[config.mk]
export PLATFORM = sky130hd
export DESIGN_NAME = pcie_s10_tx_fc_tracker
export DESIGN_NICKNAME = d
export VERILOG_FILES = /design/src/rtl/pcie_s10_tx_fc_tracker.sv
export SDC_FILE = /design/constraint.sdc
export NUM_CORES = 1
export LEC_CHECK = 0
export CAP_MARGIN = 20
export CORE_ASPECT_RATIO = 1.75
export CORE_UTILIZATION = 50
export DETAILED_ROUTE_END_ITERATION = 7
export DONT_BUFFER_PORTS = 1
export PLACE_DENSITY = 0.75
export SYNTH_ARGS = -nofsm -noshare
export SYNTH_HDL_FRONTEND = slang
export SYNTH_SLANG_ARGS = --single-unit
export TNS_END_PERCENT = 30
[constraint.sdc]
create_clock -name clk -period 18.5 [get_ports clk]
set_input_delay 0.925 -clock clk [delete_from_list [all_inputs] [get_ports clk]]
set_output_delay 0.925 -clock clk [all_outputs]
set_load 0.03 [all_outputs]
[src/rtl/pcie_s10_tx_fc_tracker.sv]
// TX flow-control credit tracker for the Stratix 10 PCIe hard IP.
// Grants TLP requests against the P/NP/CPL header and data credits that remain after consumed and reserved credits.

module pcie_s10_tx_fc_chan #(
    parameter int W  = 8,
    parameter int CW = 4
) (
    input  logic          clk,
    input  logic          rst,
    input  logic          first_i,
    input  logic [W-1:0]  limit_i,
    input  logic [CW-1:0] cons_i,
    input  logic [W-1:0]  grant_i,
    output logic [W-1:0]  av_o,
    output logic          inf_o,
    output logic          uflow_o
);
    logic [W-1:0]  l_q, c_q, r_q;
    logic [W-1:0]  c_d, r_d, a_raw, grant_eff, cons_w;
    logic [W:0]    r_plus, cons_ext;
    logic          inf_q;

    always_comb begin
        a_raw     = l_q - c_q - r_q;
        av_o      = inf_q ? '1 : (a_raw[W-1] ? '0 : a_raw);
        inf_o     = inf_q;
        // An infinite channel never reserves, so its consumption must not count as underflow.
        grant_eff = inf_q ? '0 : grant_i;
        cons_w    = inf_q ? '0 : {{(W-CW){1'b0}}, cons_i};
        r_plus    = {1'b0, r_q} + {1'b0, grant_eff};
        cons_ext  = {1'b0, cons_w};
        uflow_o   = cons_ext > r_plus;
        c_d       = c_q + {{(W-CW){1'b0}}, cons_i};
        r_d       = uflow_o ? '0 : (r_q + grant_eff - cons_w);
    end

    always_ff @(posedge clk) begin
        if (rst) begin
            l_q   <= '0;
            c_q   <= '0;
            r_q   <= '0;
            inf_q <= 1'b0;
        end else begin
            l_q <= limit_i;
            c_q <= c_d;
            r_q <= r_d;
            if (first_i) begin
                inf_q <= (limit_i == '0);
            end
        end
    end
endmodule

module pcie_s10_tx_fc_tracker #(
    parameter int SEG_COUNT  = 1,
    parameter int HDR_WIDTH  = 8,
    parameter int DATA_WIDTH = 12
) (
    input  logic                   clk,
    input  logic                   rst,
    input  logic [HDR_WIDTH-1:0]   tx_ph_cdts,
    input  logic [HDR_WIDTH-1:0]   tx_nph_cdts,
    input  logic [HDR_WIDTH-1:0]   tx_cplh_cdts,
    input  logic [DATA_WIDTH-1:0]  tx_pd_cdts,
    input  logic [DATA_WIDTH-1:0]  tx_npd_cdts,
    input  logic [DATA_WIDTH-1:0]  tx_cpld_cdts,
    input  logic [SEG_COUNT-1:0]   tx_hdr_cdts_consumed,
    input  logic [SEG_COUNT-1:0]   tx_data_cdts_consumed,
    input  logic [SEG_COUNT*2-1:0] tx_cdts_type,
    input  logic [SEG_COUNT-1:0]   tx_cdts_data_value,
    input  logic                   req_valid,
    input  logic [1:0]             req_type,
    input  logic [DATA_WIDTH-1:0]  req_data_cdts,
    output logic                   req_ready,
    output logic [HDR_WIDTH-1:0]   ph_av,
    output logic [HDR_WIDTH-1:0]   nph_av,
    output logic [HDR_WIDTH-1:0]   cplh_av,
    output logic [DATA_WIDTH-1:0]  pd_av,
    output logic [DATA_WIDTH-1:0]  npd_av,
    output logic [DATA_WIDTH-1:0]  cpld_av,
    output logic [5:0]             infinite,
    output logic                   underflow_err
);
    localparam int CW = 4;

    logic                  first_q, uf_q, uf_d;
    logic [CW-1:0]         ph_cons, nph_cons, cplh_cons, pd_cons, npd_cons, cpld_cons, dv;
    logic [HDR_WIDTH-1:0]  h_av, ph_g, nph_g, cplh_g;
    logic [DATA_WIDTH-1:0] d_av, pd_g, npd_g, cpld_g;
    logic                  h_inf, d_inf, type_ok;
    logic [5:0]            uflow;

    always_comb begin
        ph_cons = '0; nph_cons = '0; cplh_cons = '0;
        pd_cons = '0; npd_cons = '0; cpld_cons = '0;
        dv      = '0;
        for (int s = 0; s < SEG_COUNT; s++) begin
            dv = tx_cdts_data_value[s] ? CW'(2) : CW'(1);
            if (tx_hdr_cdts_consumed[s]) begin
                case (tx_cdts_type[2*s +: 2])
                    2'd0:    ph_cons   = ph_cons + CW'(1);
                    2'd1:    nph_cons  = nph_cons + CW'(1);
                    2'd2:    cplh_cons = cplh_cons + CW'(1);
                    default: ;
                endcase
            end
            if (tx_data_cdts_consumed[s]) begin
                case (tx_cdts_type[2*s +: 2])
                    2'd0:    pd_cons   = pd_cons + dv;
                    2'd1:    npd_cons  = npd_cons + dv;
                    2'd2:    cpld_cons = cpld_cons + dv;
                    default: ;
                endcase
            end
        end
    end

    // Grant decision sees only registered credit state plus the request itself.
    always_comb begin
        h_av    = '0;
        d_av    = '0;
        h_inf   = 1'b0;
        d_inf   = 1'b0;
        type_ok = 1'b1;
        case (req_type)
            2'd0:    begin h_av = ph_av;   d_av = pd_av;   h_inf = infinite[0]; d_inf = infinite[1]; end
            2'd1:    begin h_av = nph_av;  d_av = npd_av;  h_inf = infinite[2]; d_inf = infinite[3]; end
            2'd2:    begin h_av = cplh_av; d_av = cpld_av; h_inf = infinite[4]; d_inf = infinite[5]; end
            default: type_ok = 1'b0;
        endcase
        req_ready = req_valid && !rst && type_ok
                    && (h_inf || (h_av != '0))
                    && (d_inf || (req_data_cdts == '0) || (d_av >= req_data_cdts));
        ph_g   = (req_ready && req_type == 2'd0) ? HDR_WIDTH'(1) : '0;
        nph_g  = (req_ready && req_type == 2'd1) ? HDR_WIDTH'(1) : '0;
        cplh_g = (req_ready && req_type == 2'd2) ? HDR_WIDTH'(1) : '0;
        pd_g   = (req_ready && req_type == 2'd0) ? req_data_cdts : '0;
        npd_g  = (req_ready && req_type == 2'd1) ? req_data_cdts : '0;
        cpld_g = (req_ready && req_type == 2'd2) ? req_data_cdts : '0;
        uf_d   = uf_q | (|uflow);
    end

    always_ff @(posedge clk) begin
        if (rst) begin
            first_q <= 1'b1;
            uf_q    <= 1'b0;
        end else begin
            first_q <= 1'b0;
            uf_q    <= uf_d;
        end
    end

    assign underflow_err = uf_q;

    pcie_s10_tx_fc_chan #(.W(HDR_WIDTH), .CW(CW)) u_ph (
        .clk(clk), .rst(rst), .first_i(first_q), .limit_i(tx_ph_cdts), .cons_i(ph_cons),
        .grant_i(ph_g), .av_o(ph_av), .inf_o(infinite[0]), .uflow_o(uflow[0]));
    pcie_s10_tx_fc_chan #(.W(DATA_WIDTH), .CW(CW)) u_pd (
        .clk(clk), .rst(rst), .first_i(first_q), .limit_i(tx_pd_cdts), .cons_i(pd_cons),
        .grant_i(pd_g), .av_o(pd_av), .inf_o(infinite[1]), .uflow_o(uflow[1]));
    pcie_s10_tx_fc_chan #(.W(HDR_WIDTH), .CW(CW)) u_nph (
        .clk(clk), .rst(rst), .first_i(first_q), .limit_i(tx_nph_cdts), .cons_i(nph_cons),
        .grant_i(nph_g), .av_o(nph_av), .inf_o(infinite[2]), .uflow_o(uflow[2]));
    pcie_s10_tx_fc_chan #(.W(DATA_WIDTH), .CW(CW)) u_npd (
        .clk(clk), .rst(rst), .first_i(first_q), .limit_i(tx_npd_cdts), .cons_i(npd_cons),
        .grant_i(npd_g), .av_o(npd_av), .inf_o(infinite[3]), .uflow_o(uflow[3]));
    pcie_s10_tx_fc_chan #(.W(HDR_WIDTH), .CW(CW)) u_cplh (
        .clk(clk), .rst(rst), .first_i(first_q), .limit_i(tx_cplh_cdts), .cons_i(cplh_cons),
        .grant_i(cplh_g), .av_o(cplh_av), .inf_o(infinite[4]), .uflow_o(uflow[4]));
    pcie_s10_tx_fc_chan #(.W(DATA_WIDTH), .CW(CW)) u_cpld (
        .clk(clk), .rst(rst), .first_i(first_q), .limit_i(tx_cpld_cdts), .cons_i(cpld_cons),
        .grant_i(cpld_g), .av_o(cpld_av), .inf_o(infinite[5]), .uflow_o(uflow[5]));
endmodule

=== After elaboration in Yosys (flattened, before gate mapping) ===
Cells that the tools add are included.

* Bits in registers: 188
* Input port bits: 82
* Output and inout port bits: 68
* Word-level logic and storage cells: 152

* $add $sub $neg: 36
* $lt $le $gt $ge: 7
* Equal/unequal tests: 4
* Mux-type cells: 49
* Bitwise logic cells: 1
* Reduce and logical (&&, ||, !) cells: 29

{| class="wikitable"
|+ Operator list
! operator !! count
|-
| $mux 12 || 9
|-
| $sub 12x12->12 || 9
|-
| $sub 8x8->8 || 9
|-
| $logic_not 12->1 || 4
|-
| $add 12x12->13 || 3
|-
| $gt 12x13->1 || 3
|-
| $add 12x12->12 || 3
|-
| $add 12x2->12 || 3
|-
| $pmux 12 s3 || 1
|-
| $mux 11 || 3
|-
| $add 8x8->9 || 3
|-
| $gt 8x9->1 || 3
|-
| $add 8x1->8 || 3
|-
| $add 8x8->8 || 3
|-
| $logic_not 8->1 || 3
|-
| $mux 8 || 3
|-
| $pmux 8 s3 || 1
|-
| $mux 7 || 3
|-
| $mux 2 || 10
|-
| $mux 1 || 17
|-
| $ge 12x12->1 || 1
|-
| $reduce_or 2->1 || 6
|-
| $reduce_bool 8->1 || 1
|-
| $logic_and 1x1->1 || 7
|-
| other kinds (9) || 15
|}

=== Logic depth before layout (Yosys ltp) ===
Gate-level depths: netlist of the first run.

* Depth after elaboration: 16
* Gate-level depth with buffers: 38
* Depth with buffers taken out: 37

=== Modules after synthesis ===
Synthesis of the first run repeated with hierarchy kept, for this count alone.

* Cells, all modules: 2365
* Area, all modules: 19766.5 um2

{| class="wikitable"
|+ By module, submodules not included
! module !! times used !! cells an instance !! area an instance (um2) !! seq. area each (um2)
|-
| pcie_s10_tx_fc_chan (u_pd) || 1 || 447 || 3854.9 || 740.7
|-
| pcie_s10_tx_fc_chan (u_npd) || 1 || 453 || 3816.2 || 740.7
|-
| pcie_s10_tx_fc_chan (u_cpld) || 1 || 439 || 3649.8 || 740.7
|-
| pcie_s10_tx_fc_chan (u_ph) || 1 || 276 || 2452.4 || 500.5
|-
| pcie_s10_tx_fc_chan (u_nph) || 1 || 275 || 2363.5 || 500.5
|-
| pcie_s10_tx_fc_chan (u_cplh) || 1 || 263 || 2342.2 || 500.5
|-
| pcie_s10_tx_fc_tracker || 1 || 212 || 1287.5 || 40.0
|}

=== Least setup slack after synthesis of the first run ===
No wires, ideal clock.

* Path kind: reg-to-reg
* Start: register u_pd.r_q[0]
* End: register u_cpld.r_q[10]
* Setup time: 132 ps
* Arrival time: 8042 ps
* Data required time: 18368 ps
* Path slack: 10327 ps
* Cell stages (with the launch flop): 37
* Path buffers: 2
* Clock period less this slack: 8173 ps
* Cells stage by stage: dfxtp_1 > inv_1 > fa_1 > inv_1 > ha_1 > o21a_1 > o21ai_0 > a21boi_0 > o2111ai_1 > nand3_1 > a2111o_1 > o211ai_1 > clkbuf_1 > a21o_1 > mux2i_1 > o2bb2ai_1 > ha_1 > a21o_1 > a2111oi_0 > o31ai_1 > a22oi_1 > o21bai_1 > nor3_1 > and2_1 > ha_1 > fa_1 > inv_1 > ha_1 > nor2b_1 > o32ai_1 > nor4_1 > nand4_1 > or3_1 > a2111oi_0 > or2_2 > clkbuf_1 > nor3_1

* Word-level cells in the longest chain between the ends: 13
* Elaborated cells on any way between the ends: 15
* Those cells by class: add/sub: 4; order compare: 2; mux: 5; reduce/logical: 4

{| class="wikitable"
|+ Ends and longest elaborated chain
! what !! RTL line !! text
|-
| start: declaration || 18 || <nowiki>logic [W-1:0] l_q, c_q, r_q;</nowiki>
|-
| start signal: assignment || 46 || <nowiki>r_q <= r_d;</nowiki>
|-
| $sub 12x12->12 (*) || 24 || <nowiki>a_raw = l_q - c_q - r_q;</nowiki>
|-
| $mux 11 (*) || 25 || <nowiki>av_o = inf_q ? '1 : (a_raw[W-1] ? '0 : a_raw);</nowiki>
|-
| $mux 12 (*) || 25 ||
|-
| via pd_av[6] || 78 || <nowiki>output logic [DATA_WIDTH-1:0] pd_av,</nowiki>
|-
| $pmux 12 s3 (*) || 125 || <nowiki>case (req_type)</nowiki>
|-
| $ge 12x12->1 (*) || 133 || <nowiki>&& (d_inf || (req_data_cdts == '0) || (d_av >= req_data_cdts));</nowiki>
|-
| $logic_or 1x1->1 (*) || 133 ||
|-
| $logic_and 1x1->1 (*) || 133 ||
|-
| $logic_and 1x1->1 (*) || 139 || <nowiki>cpld_g = (req_ready && req_type == 2'd2) ? req_data_cdts : '0;</nowiki>
|-
| $mux 12 (*) || 139 ||
|-
| $mux 12 (*) || 28 || <nowiki>grant_eff = inf_q ? '0 : grant_i;</nowiki>
|-
| $add 12x12->13 || 30 || <nowiki>r_plus = {1'b0, r_q} + {1'b0, grant_eff};</nowiki>
|-
| $gt 12x13->1 || 32 || <nowiki>uflow_o = cons_ext > r_plus;</nowiki>
|-
| $reduce_or 2->1 (no source line) || -- ||
|-
| end signal: assignment || 46 ||
|-
| end: declaration || 18 ||
|}

The timed path passes the listed nets; every way through them passes the cells marked *.
A chain may end at the register's enable or synchronous reset.

=== Final worst setup path of the first run ===
* Start: register u_pd.r_q[0]
* End: register uf_q (netlist: underflow_err)

* Word-level cells in the longest chain between the ends: 14
* Elaborated cells on any way between the ends: 36
* Those cells by class: add/sub: 7; order compare: 7; mux: 15; bitwise: 1; reduce/logical: 6

{| class="wikitable"
|+ Ends and longest elaborated chain
! what !! RTL line !! text
|-
| $sub 12x12->12 (*) || 24 ||
|-
| $mux 11 (*) || 25 ||
|-
| $mux 12 (*) || 25 ||
|-
| via pd_av[1] || 78 ||
|-
| $pmux 12 s3 (*) || 125 ||
|-
| $ge 12x12->1 (*) || 133 ||
|-
| $logic_or 1x1->1 (*) || 133 ||
|-
| $logic_and 1x1->1 (*) || 133 ||
|-
| $logic_and 1x1->1 (on tied branches) || -- ||
|-
| $mux 12, or another cell as far along || 137 || <nowiki>pd_g = (req_ready && req_type == 2'd0) ? req_data_cdts : '0;</nowiki>
|-
| $mux 12 / $mux 1 (equally long branches) || 28 ||
|-
| $add 12x12->13 / $add 8x8->9 (equally long branches) || 30 ||
|-
| $gt 12x13->1 / $gt 8x9->1 (equally long branches) || 32 ||
|-
| $reduce_or 6->1 (*) || 140 || <nowiki>uf_d = uf_q | (|uflow);</nowiki>
|-
| $or 1x1->1 (*) || 140 ||
|-
| end signal: assignment || 149 || <nowiki>uf_q <= uf_d;</nowiki>
|-
| end: declaration || 86 || <nowiki>logic first_q, uf_q, uf_d;</nowiki>
|}

Marked as above.

==> run_summary.xml, run 1 <==
<?xml version="1.0" encoding="UTF-8"?>
<metrics>
  <group name="outcome">
    <metric name="status" unit="">finished clean</metric>
  </group>
  <group name="place">
    <metric name="place_congestion" unit="">0.989</metric>
    <metric name="placement.io_buffers" unit="">0</metric>
    <metric name="dp_hpwl" unit="mm">42.1</metric>
    <metric name="number_of_placed_instances_with_taps_included" unit="">2551</metric>
  </group>
  <group name="worst_setup_path">
    <metric name="timing_worst_setup_path_type" unit="">flop to flop</metric>
    <metric name="critPathArrivalTime" unit="ps">10010</metric>
    <metric name="critPathCaptureType" unit="">flop</metric>
    <metric name="required_time_at_the_worst_slack_endpoint" unit="ps">18850</metric>
    <metric name="critPathMaxFanout" unit="">15</metric>
    <metric name="critical-path-top-cell-by-count" unit="">ha_1</metric>
    <metric name="cpLargestDelayFamily" unit="">compound AO/OA/AOI/OAI gates</metric>
    <metric name="critical_path.slowest_cell" unit="">a2111oi_0</metric>
    <metric name="worst_stage_delay_on_the_critical_path" unit="ps">670</metric>
    <metric name="setup.worst_path.start_class" unit="">flop</metric>
    <metric name="critical_path_buf_inv_count" unit="">5</metric>
  </group>
  <group name="route">
    <metric name="drt-vias-per-instance" unit="">5.86</metric>
    <metric name="initialDrtViolationCount" unit="">817</metric>
    <metric name="antenna_violating_nets_post_route" unit="">0</metric>
    <metric name="drt_pre_antenna_iters" unit="">8</metric>
    <metric name="wire_per_inst" unit="um">19.8</metric>
    <metric name="drc" unit="">0</metric>
    <metric name="via_count" unit="">15100</metric>
    <metric name="route.final.wire_length" unit="mm">51.2</metric>
  </group>
  <group name="logic_synthesis">
    <metric name="netlist_area" unit="sq um">17500</metric>
    <metric name="synth.mux.area_fraction" unit="">0.00773</metric>
    <metric name="post_synth_num_cell_types" unit="">79</metric>
    <metric name="synth-edff-count" unit="">0</metric>
    <metric name="post_synth_xor_area_fraction" unit="">0.0752</metric>
    <metric name="asyncSetResetFlopFracSynth" unit="">0</metric>
    <metric name="ys_ff_latch" unit="">188</metric>
    <metric name="yosys_most_used_dff" unit="">dfxtp_1</metric>
    <metric name="synth_top_family_by_area" unit="">adder cells</metric>
    <metric name="yosys_warnings" unit="">0</metric>
    <metric name="synth_seq_area_share" unit="">0.215</metric>
    <metric name="post_synth_adder_cell_area" unit="">0.252</metric>
    <metric name="synth_simple_gate_area_share" unit="">0.204</metric>
    <metric name="syn_area_per_cell" unit="sq um">8.15</metric>
    <metric name="synth_nets" unit="">2539</metric>
    <metric name="synth_compound_area_frac" unit="">0.164</metric>
    <metric name="synthesis.instances" unit="">2144</metric>
  </group>
  <group name="cts">
    <metric name="tritoncts_num_sinks" unit="">188</metric>
    <metric name="cts_max_path_buffers" unit="">2</metric>
    <metric name="cts_repair_resize_count" unit="">0</metric>
    <metric name="cts-htree-levels" unit="">4</metric>
    <metric name="ctsHoldBuffers" unit="">0</metric>
    <metric name="cts_tree" unit="">yes</metric>
    <metric name="clockRootBuffer" unit="">clkbuf_16</metric>
    <metric name="postCtsSetupBuffers" unit="">0</metric>
    <metric name="clk-insertion-delay-late" unit="ps">480</metric>
    <metric name="clkTransAtPathRegs" unit="ps">80</metric>
    <metric name="cts_inserted_buffers" unit="">17</metric>
  </group>
  <group name="finish">
    <metric name="stdcell_count" unit="">2584</metric>
    <metric name="syn2layout_area_growth" unit="%">5.48</metric>
    <metric name="finalNetCount" unit="">2506</metric>
    <metric name="n_antenna_cell" unit="">0</metric>
    <metric name="finish.utilization" unit="">0.535</metric>
    <metric name="final_layout_size_suffix_gt1_frac" unit="">0.0325</metric>
  </group>
  <group name="sta">
    <metric name="post-route-period-util" unit="">0.522</metric>
    <metric name="grt_setup_unrepaired" unit="">false</metric>
    <metric name="worst-slew-pin-transition" unit="ps">1110</metric>
    <metric name="max_clock_freq" unit="MHz">104</metric>
    <metric name="period_needed" unit="ps">9650</metric>
    <metric name="maxSlewHeadroom" unit="">0.252</metric>
    <metric name="hold_viol" unit="">0</metric>
    <metric name="skew" unit="ps">21.1</metric>
    <metric name="setup-violations-final" unit="">0</metric>
    <metric name="fin_setup_tns" unit="ps">0</metric>
    <metric name="final-max-slew-violation-count" unit="">0</metric>
    <metric name="hold_slack" unit="ps">477</metric>
  </group>
  <group name="floorplan">
    <metric name="start_util" unit="">0.507</metric>
    <metric name="die_area" unit="sq um">35700</metric>
    <metric name="floorplan.die.width" unit="um">143</metric>
    <metric name="fp.coreArea" unit="sq um">34500</metric>
    <metric name="die_y" unit="um">249</metric>
    <metric name="placementRows" unit="">90</metric>
    <metric name="io_pins" unit="">150</metric>
  </group>
  <group name="grt">
    <metric name="grt_max_degree" unit="">147</metric>
    <metric name="grt_util_all_layers" unit="">0.295</metric>
    <metric name="antenna_found_initial" unit="">0</metric>
    <metric name="grt_pass1_wl" unit="mm">79.5</metric>
    <metric name="grt_pass1_vias" unit="">15700</metric>
    <metric name="grt_overflow_total" unit="">0</metric>
  </group>
  <group name="power">
    <metric name="power-per-cell-area" unit="nW/um^2">177</metric>
    <metric name="leakagePower" unit="nW">8.55</metric>
    <metric name="vdd_ir_drop_max" unit="mV">0.138</metric>
  </group>
  <group name="min_path">
    <metric name="min-delay-path-class" unit="">flop to flop</metric>
  </group>
  <group name="flow_run">
    <metric name="maxCapViolCount" unit="">0</metric>
  </group>
</metrics>
sequential cells by signal, indices dropped and copies added, names as in the netlist, 12 cells and up:
| register | flops |
|---|---|
| u_cpld.c_q | 12 |
| u_cpld.l_q | 12 |
| u_cpld.r_q | 12 |
| u_npd.c_q | 12 |
| u_npd.l_q | 12 |
| u_npd.r_q | 12 |
| u_pd.c_q | 12 |
| u_pd.l_q | 12 |
| u_pd.r_q | 12 |
worst register-to-register path: cells and delay by family (launching register included):
family / cells / cell delay [ps]
DFF: 1 / 340
AOI/OAI and AO/OA: 15 / 4460
and+or+nand+nor: 9 / 2050
buffers and inverters: 5 / 700
adders and majority gates: 6 / 1970
routing by layer:
metal | up-vias | global-route usage | wire [um]
met5 | - | 0 | 0
met4 | 0 | 0.267 | 5050
met3 | 231 | 0.0632 | 2720
met2 | 477 | 0.549 | 27100
met1 | 7200 | 0.255 | 16300
li1 | 7234 | - | -
synth_stat cells, types with 14 or more instances:
cell,count,share of area
ha_1,248,0.18
nand2_1,124,0.027
and3_1,14,0.0050
nor3b_1,19,0.0082
nor2_1,157,0.034
nor3_1,65,0.019
a21oi_1,106,0.030
dfxtp_1,188,0.22
fa_1,65,0.074
nand4_1,18,0.0064
o211ai_1,14,0.0060
nor4_1,36,0.013
a21o_1,75,0.032
nor2b_1,97,0.035
xor2_1,41,0.021
o21ai_0,76,0.022
clkbuf_1,41,0.0088
nand3_1,48,0.014
xnor2_1,109,0.055
nand2b_1,31,0.011
or3_1,17,0.0061
inv_1,300,0.064
layout make-up:
type / count / area [sq um]
fill: 3261 / 16000
tap: 460 / 576
sequential: 188 / 3760
inverter: 301 / 1130
clock inverter: 15 / 185
timing repair buffer: 11 / 73.8
multi-input combinational: 1592 / 12300
clock buffer: 17 / 425
final timing paths:
path                                  start                   endpoint  slack, ps  cells after the start
hold reg to reg   u_cpld.inf_o$_SDFFE_PP0P_  u_cpld.inf_o$_SDFFE_PP0P_        480                      2
setup reg to reg     u_pd.r_q[0]$_SDFF_PP0_   underflow_err$_SDFF_PP0_       8850                     35
setup / recovery     u_pd.r_q[0]$_SDFF_PP0_   underflow_err$_SDFF_PP0_       8850                     35
hold / removal    u_cpld.inf_o$_SDFFE_PP0P_  u_cpld.inf_o$_SDFFE_PP0P_        480                      2
cells by family after synthesis:
family                     Yosys count
DFF                                188
xor gates and xnor gates           150
and+or+nand+nor                    686
AOI/OAI and AO/OA                  430
muxes                               13
adders and majority gates          313
buffers and inverters              364
per-stage QoR:
stage / setup WS, ps / instance area, sq um / total power, mW
finish: 8850 / 18400 / 3.26
global placement: 8300 / 17800 / 2.79
floorplan: 10330 / 17500 / 2.32
global route: 8220 / 18400 / 3.48
detailed placement: 9020 / 17800 / 2.84
CTS: 8970 / 18400 / 3.24
power breakdown:
group / internal, mW / switching, mW / leakage (nW)
Combinational: 0.791 / 1.57 / 6.71
Sequential: 0.463 / 0.0553 / 1.55
Clock: 0.185 / 0.202 / 0.293
layout by cell type (no fill, tap or decap), drive strengths merged, types with 7 or more instances in the layout:
master | Yosys | routed
nor3b | 19 | 19
o21ai | 80 | 80
a21o | 75 | 75
a21oi | 106 | 106
or2 | 11 | 11
or4 | 7 | 7
xor2 | 41 | 41
o21a | 12 | 12
nand2b | 31 | 31
a21boi | 12 | 12
a211o | 8 | 8
o2111ai | 7 | 7
a31oi | 12 | 12
nor2b | 97 | 97
a2111oi | 14 | 14
and2 | 12 | 12
nor4 | 36 | 36
clkbuf | 41 | 17
dfxtp | 188 | 188
o22ai | 8 | 8
nand3 | 48 | 48
o211ai | 14 | 14
nand2 | 124 | 124
and3 | 14 | 14
inv | 300 | 308
buf | 22 | 11
nand4 | 18 | 18
o31ai | 7 | 7
xnor2 | 109 | 109
o2bb2ai | 8 | 8
ha | 248 | 248
fa | 65 | 65
clkinv | 1 | 7
o21bai | 13 | 13
nor3 | 75 | 75
or3 | 17 | 17
nor2 | 157 | 157
mux2i | 9 | 9
a211oi | 13 | 13
Note: power is estimated with default switching activity, not from simulation.
==> run 2: changes to the inputs <==
--- a/config.mk
+++ b/config.mk
@@ -5,6 +5,7 @@
 export SDC_FILE = /design/constraint.sdc
 export NUM_CORES = 1
 export LEC_CHECK = 0
+export ABC_AREA = 1
 export CAP_MARGIN = 20
 export CORE_ASPECT_RATIO = 1.75
 export CORE_UTILIZATION = 50
==> constraint.sdc (replaced) <==
create_clock -name clk -period 9.3 [get_ports clk]
set_input_delay 0.465 -clock clk [delete_from_list [all_inputs] [get_ports clk]]
set_output_delay 0.465 -clock clk [all_outputs]
set_load 0.03 [all_outputs]
==> run 2 against run 1 <==
  * Clock power is 100% higher
  * Via count increased by 3.2%
  * First-iteration DRC count down 25%
  * Worst setup slack worse by 8100 ps
  * Utilization rose by 0.98 points
  * Routed wire length down 6.1%
  * Register-to-register slack worse by 8100 ps
  * Worst hold slack worse by 430 ps
  * Synthesized area down 1.8%
  * Power rose by 91%
  * Critical path type unchanged
==> run_summary.xml, run 2 <==
<?xml version="1.0" encoding="UTF-8"?>
<metrics>
  <group name="grt">
    <metric name="grt_pass1_vias" unit="">16000</metric>
    <metric name="antenna_found_initial" unit="">0</metric>
    <metric name="grt_pass1_wl" unit="mm">76.1</metric>
    <metric name="grt_max_degree" unit="">94</metric>
    <metric name="grt_overflow_total" unit="">0</metric>
    <metric name="grt_util_all_layers" unit="">0.284</metric>
  </group>
  <group name="finish">
    <metric name="final_layout_size_suffix_gt1_frac" unit="">0.0544</metric>
    <metric name="most_common_cell_after_layout_fill_and_taps_aside" unit="">inv_1</metric>
    <metric name="syn2layout_area_growth" unit="%">7.13</metric>
    <metric name="finish.instance_area" unit="sq um">18400</metric>
    <metric name="n_antenna_cell" unit="">0</metric>
    <metric name="finalNetCount" unit="">2845</metric>
    <metric name="stdcell_count" unit="">2918</metric>
    <metric name="final_cell_mix" unit="">538 x inv_1, 381 x nand2_1, 271 x nor2_1</metric>
  </group>
  <group name="worst_setup_path">
    <metric name="r2r_slack" unit="ps">750</metric>
    <metric name="crit-reg2reg-launch" unit="">u_pd.r_q[2]$_SDFF_PP0_</metric>
    <metric name="critPathCaptureType" unit="">flop</metric>
    <metric name="critical-path-top-cell-by-count" unit="">nand2_1</metric>
    <metric name="critPathMaxFanout" unit="">13</metric>
    <metric name="critPathArrivalTime" unit="ps">8910</metric>
    <metric name="end_of_the_worst_register_to_register_path" unit="">underflow_err$_SDFF_PP0_</metric>
    <metric name="timing_worst_setup_path_type" unit="">flop to flop</metric>
    <metric name="worst_stage_delay_on_the_critical_path" unit="ps">510</metric>
    <metric name="setup.worst_path.start_class" unit="">flop</metric>
    <metric name="required_time_at_the_worst_slack_endpoint" unit="ps">9660</metric>
    <metric name="cpLargestDelayFamily" unit="">simple AND/OR/NAND/NOR gates</metric>
    <metric name="cell_count_of_the_worst_reg_to_reg_path" unit="">52</metric>
    <metric name="critical_path.slowest_cell" unit="">o21ai_0</metric>
    <metric name="critical_path_buf_inv_count" unit="">5</metric>
  </group>
  <group name="logic_synthesis">
    <metric name="yosys_most_used_dff" unit="">dfxtp_1</metric>
    <metric name="yosysTopAreaCell" unit="">dfxtp_1</metric>
    <metric name="synth_top_cell_area_share" unit="">0.219</metric>
    <metric name="synth-edff-count" unit="">0</metric>
    <metric name="synth.most_common_cell" unit="">inv_1</metric>
    <metric name="syn_area_per_cell" unit="sq um">7.03</metric>
    <metric name="synth_nets" unit="">2836</metric>
    <metric name="synth_area_leaders" unit="">dfxtp_1 22%, ha_1 18%, inv_1 12%</metric>
    <metric name="netlist_area" unit="sq um">17200</metric>
    <metric name="synth.mux.area_fraction" unit="">0</metric>
    <metric name="synth_top_family_by_area" unit="">adder cells</metric>
    <metric name="synth_seq_area_share" unit="">0.219</metric>
    <metric name="synth_commonest_cells" unit="">539 x inv_1, 381 x nand2_1, 271 x nor2_1</metric>
    <metric name="synth_simple_gate_area_share" unit="">0.242</metric>
    <metric name="synthesis.instances" unit="">2441</metric>
    <metric name="ys_ff_latch" unit="">188</metric>
    <metric name="asyncSetResetFlopFracSynth" unit="">0</metric>
    <metric name="post_synth_adder_cell_area" unit="">0.257</metric>
    <metric name="post_synth_xor_area_fraction" unit="">0.0480</metric>
    <metric name="synth_compound_area_frac" unit="">0.100</metric>
    <metric name="yosys_warnings" unit="">0</metric>
    <metric name="post_synth_num_cell_types" unit="">54</metric>
  </group>
  <group name="place">
    <metric name="number_of_placed_instances_with_taps_included" unit="">2886</metric>
    <metric name="placement.io_buffers" unit="">0</metric>
    <metric name="placed_area" unit="sq um">17800</metric>
    <metric name="dp_hpwl" unit="mm">39.3</metric>
    <metric name="place_congestion" unit="">1.07</metric>
  </group>
  <group name="route">
    <metric name="drc" unit="">0</metric>
    <metric name="antenna_violating_nets_post_route" unit="">0</metric>
    <metric name="wire_per_inst" unit="um">16.5</metric>
    <metric name="initialDrtViolationCount" unit="">611</metric>
    <metric name="drt_pre_antenna_iters" unit="">5</metric>
    <metric name="via_count" unit="">15600</metric>
    <metric name="drt-vias-per-instance" unit="">5.35</metric>
    <metric name="route.final.wire_length" unit="mm">48.0</metric>
  </group>
  <group name="floorplan">
    <metric name="die_y" unit="um">247</metric>
    <metric name="fp.coreArea" unit="sq um">33700</metric>
    <metric name="die_area" unit="sq um">35100</metric>
    <metric name="placementRows" unit="">89</metric>
    <metric name="io_pins" unit="">150</metric>
    <metric name="floorplan.die.width" unit="um">142</metric>
    <metric name="start_util" unit="">0.509</metric>
  </group>
  <group name="flow_run">
    <metric name="maxCapViolCount" unit="">0</metric>
  </group>
  <group name="power">
    <metric name="total_power" unit="mW">6.23</metric>
    <metric name="leakagePower" unit="nW">9.47</metric>
    <metric name="vdd_ir_drop_max" unit="mV">0.535</metric>
    <metric name="power-per-cell-area" unit="nW/um^2">339</metric>
  </group>
  <group name="min_path">
    <metric name="min-delay-path-class" unit="">input port to flop</metric>
    <metric name="hold_path.startpoint" unit="">rst</metric>
    <metric name="hold-path-cell-count" unit="">0</metric>
    <metric name="worstHoldEndpoint" unit="">first_q$_DFF_P_</metric>
  </group>
  <group name="sta">
    <metric name="hold_viol" unit="">0</metric>
    <metric name="fin_setup_tns" unit="ps">0</metric>
    <metric name="grt_setup_unrepaired" unit="">false</metric>
    <metric name="setup-violations-final" unit="">0</metric>
    <metric name="skew" unit="ps">15.7</metric>
    <metric name="worst-slew-pin-transition" unit="ps">938</metric>
    <metric name="period_needed" unit="ps">8550</metric>
    <metric name="maxSlewHeadroom" unit="">0.368</metric>
    <metric name="max_clock_freq" unit="MHz">117</metric>
    <metric name="final-max-slew-violation-count" unit="">0</metric>
    <metric name="post-route-period-util" unit="">0.920</metric>
  </group>
  <group name="cts">
    <metric name="cts_tree" unit="">yes</metric>
    <metric name="clk-insertion-delay-late" unit="ps">470</metric>
    <metric name="clkTransAtPathRegs" unit="ps">80</metric>
    <metric name="cts_max_path_buffers" unit="">2</metric>
    <metric name="cts-htree-levels" unit="">4</metric>
    <metric name="tritoncts_num_sinks" unit="">188</metric>
    <metric name="clockRootBuffer" unit="">clkbuf_16</metric>
    <metric name="cts_inserted_buffers" unit="">17</metric>
  </group>
  <group name="outcome">
    <metric name="status" unit="">finished clean</metric>
  </group>
</metrics>
## run 2: cell families after synthesis
kind of cell	Yosys count
AND/OR/NAND/NOR	946
buffers and inverters	595
adder cells (fa/ha/maj)	313
AO/OA/AOI/OAI	305
flip-flops	188
XOR/XNOR	94
## run 2: worst max path at each step
stage	start	end	slack (ps)	cells past startpoint
3_3_place_gp	u_pd.r_q[2]$_SDFF_PP0_	underflow_err$_SDFF_PP0_	820	53
6_report	u_pd.r_q[2]$_SDFF_PP0_	underflow_err$_SDFF_PP0_	750	52
2_1_floorplan	u_pd.r_q[2]$_SDFF_PP0_	u_cpld.r_q[11]$_SDFF_PP0_	1750	51
4_1_cts	u_cpld.r_q[2]$_SDFF_PP0_	underflow_err$_SDFF_PP0_	620	53
3_5_place_dp	u_cpld.r_q[2]$_SDFF_PP0_	underflow_err$_SDFF_PP0_	680	53
5_1_grt	u_cpld.r_q[2]$_SDFF_PP0_	underflow_err$_SDFF_PP0_	40	53
## run 2: repair_timing
item                                    CTS  global route
resized for setup                         0             6
hold buffers                              0             0
setup buffers                             0             0
endpoints found under the setup margin    0            13
## run 2: metrics by stage
step | hold slack (ps) | setup slack [ps] | util
floorplan | 452 | 1750 | -
global placement | 465 | 819 | 0.526
detailed placement | 479 | 684 | 0.526
CTS | 16.5 | 616 | 0.544
global route | 18.5 | 36.7 | 0.545
finish | 42.9 | 747 | 0.545
## run 2: worst register-to-register path, delay by kind of cell, from the launching register on
family                     cells  cell delay (ps)
and+or+nand+nor               26             3090
AOI/OAI and AO/OA             14             2500
adders and majority gates      5             1460
buffers and inverters          5              600
xor gates and xnor gates       2              450
DFF                            1              340
## run 2: layout make-up
class	count	area [sq um]
clock inverter	12	151
sequential	188	3760
tap	455	569
timing repair buffer	34	255
clock buffer	20	457
inverter	551	2070
fill	3242	15400
multi-input combinational	1658	11100
## run 2: metal layers
layer  wire length [um]  part of all wire  track usage  vias to the layer above
li1                   -                 -            -                     7697
met1              16700              0.35        0.262                     7227
met2              24900              0.52        0.536                      510
met3               2740             0.057       0.0534                      187
met4               3650             0.076        0.222                        0
met5                  0                 0            0                        -
## run 2: report_power, final
group / total [mW] / switching [mW] / internal [mW] / leakage, nW
Combinational: 4.42 / 2.93 / 1.49 / 7.63
Clock: 0.780 / 0.362 / 0.418 / 0.289
Sequential: 1.03 / 0.110 / 0.921 / 1.55
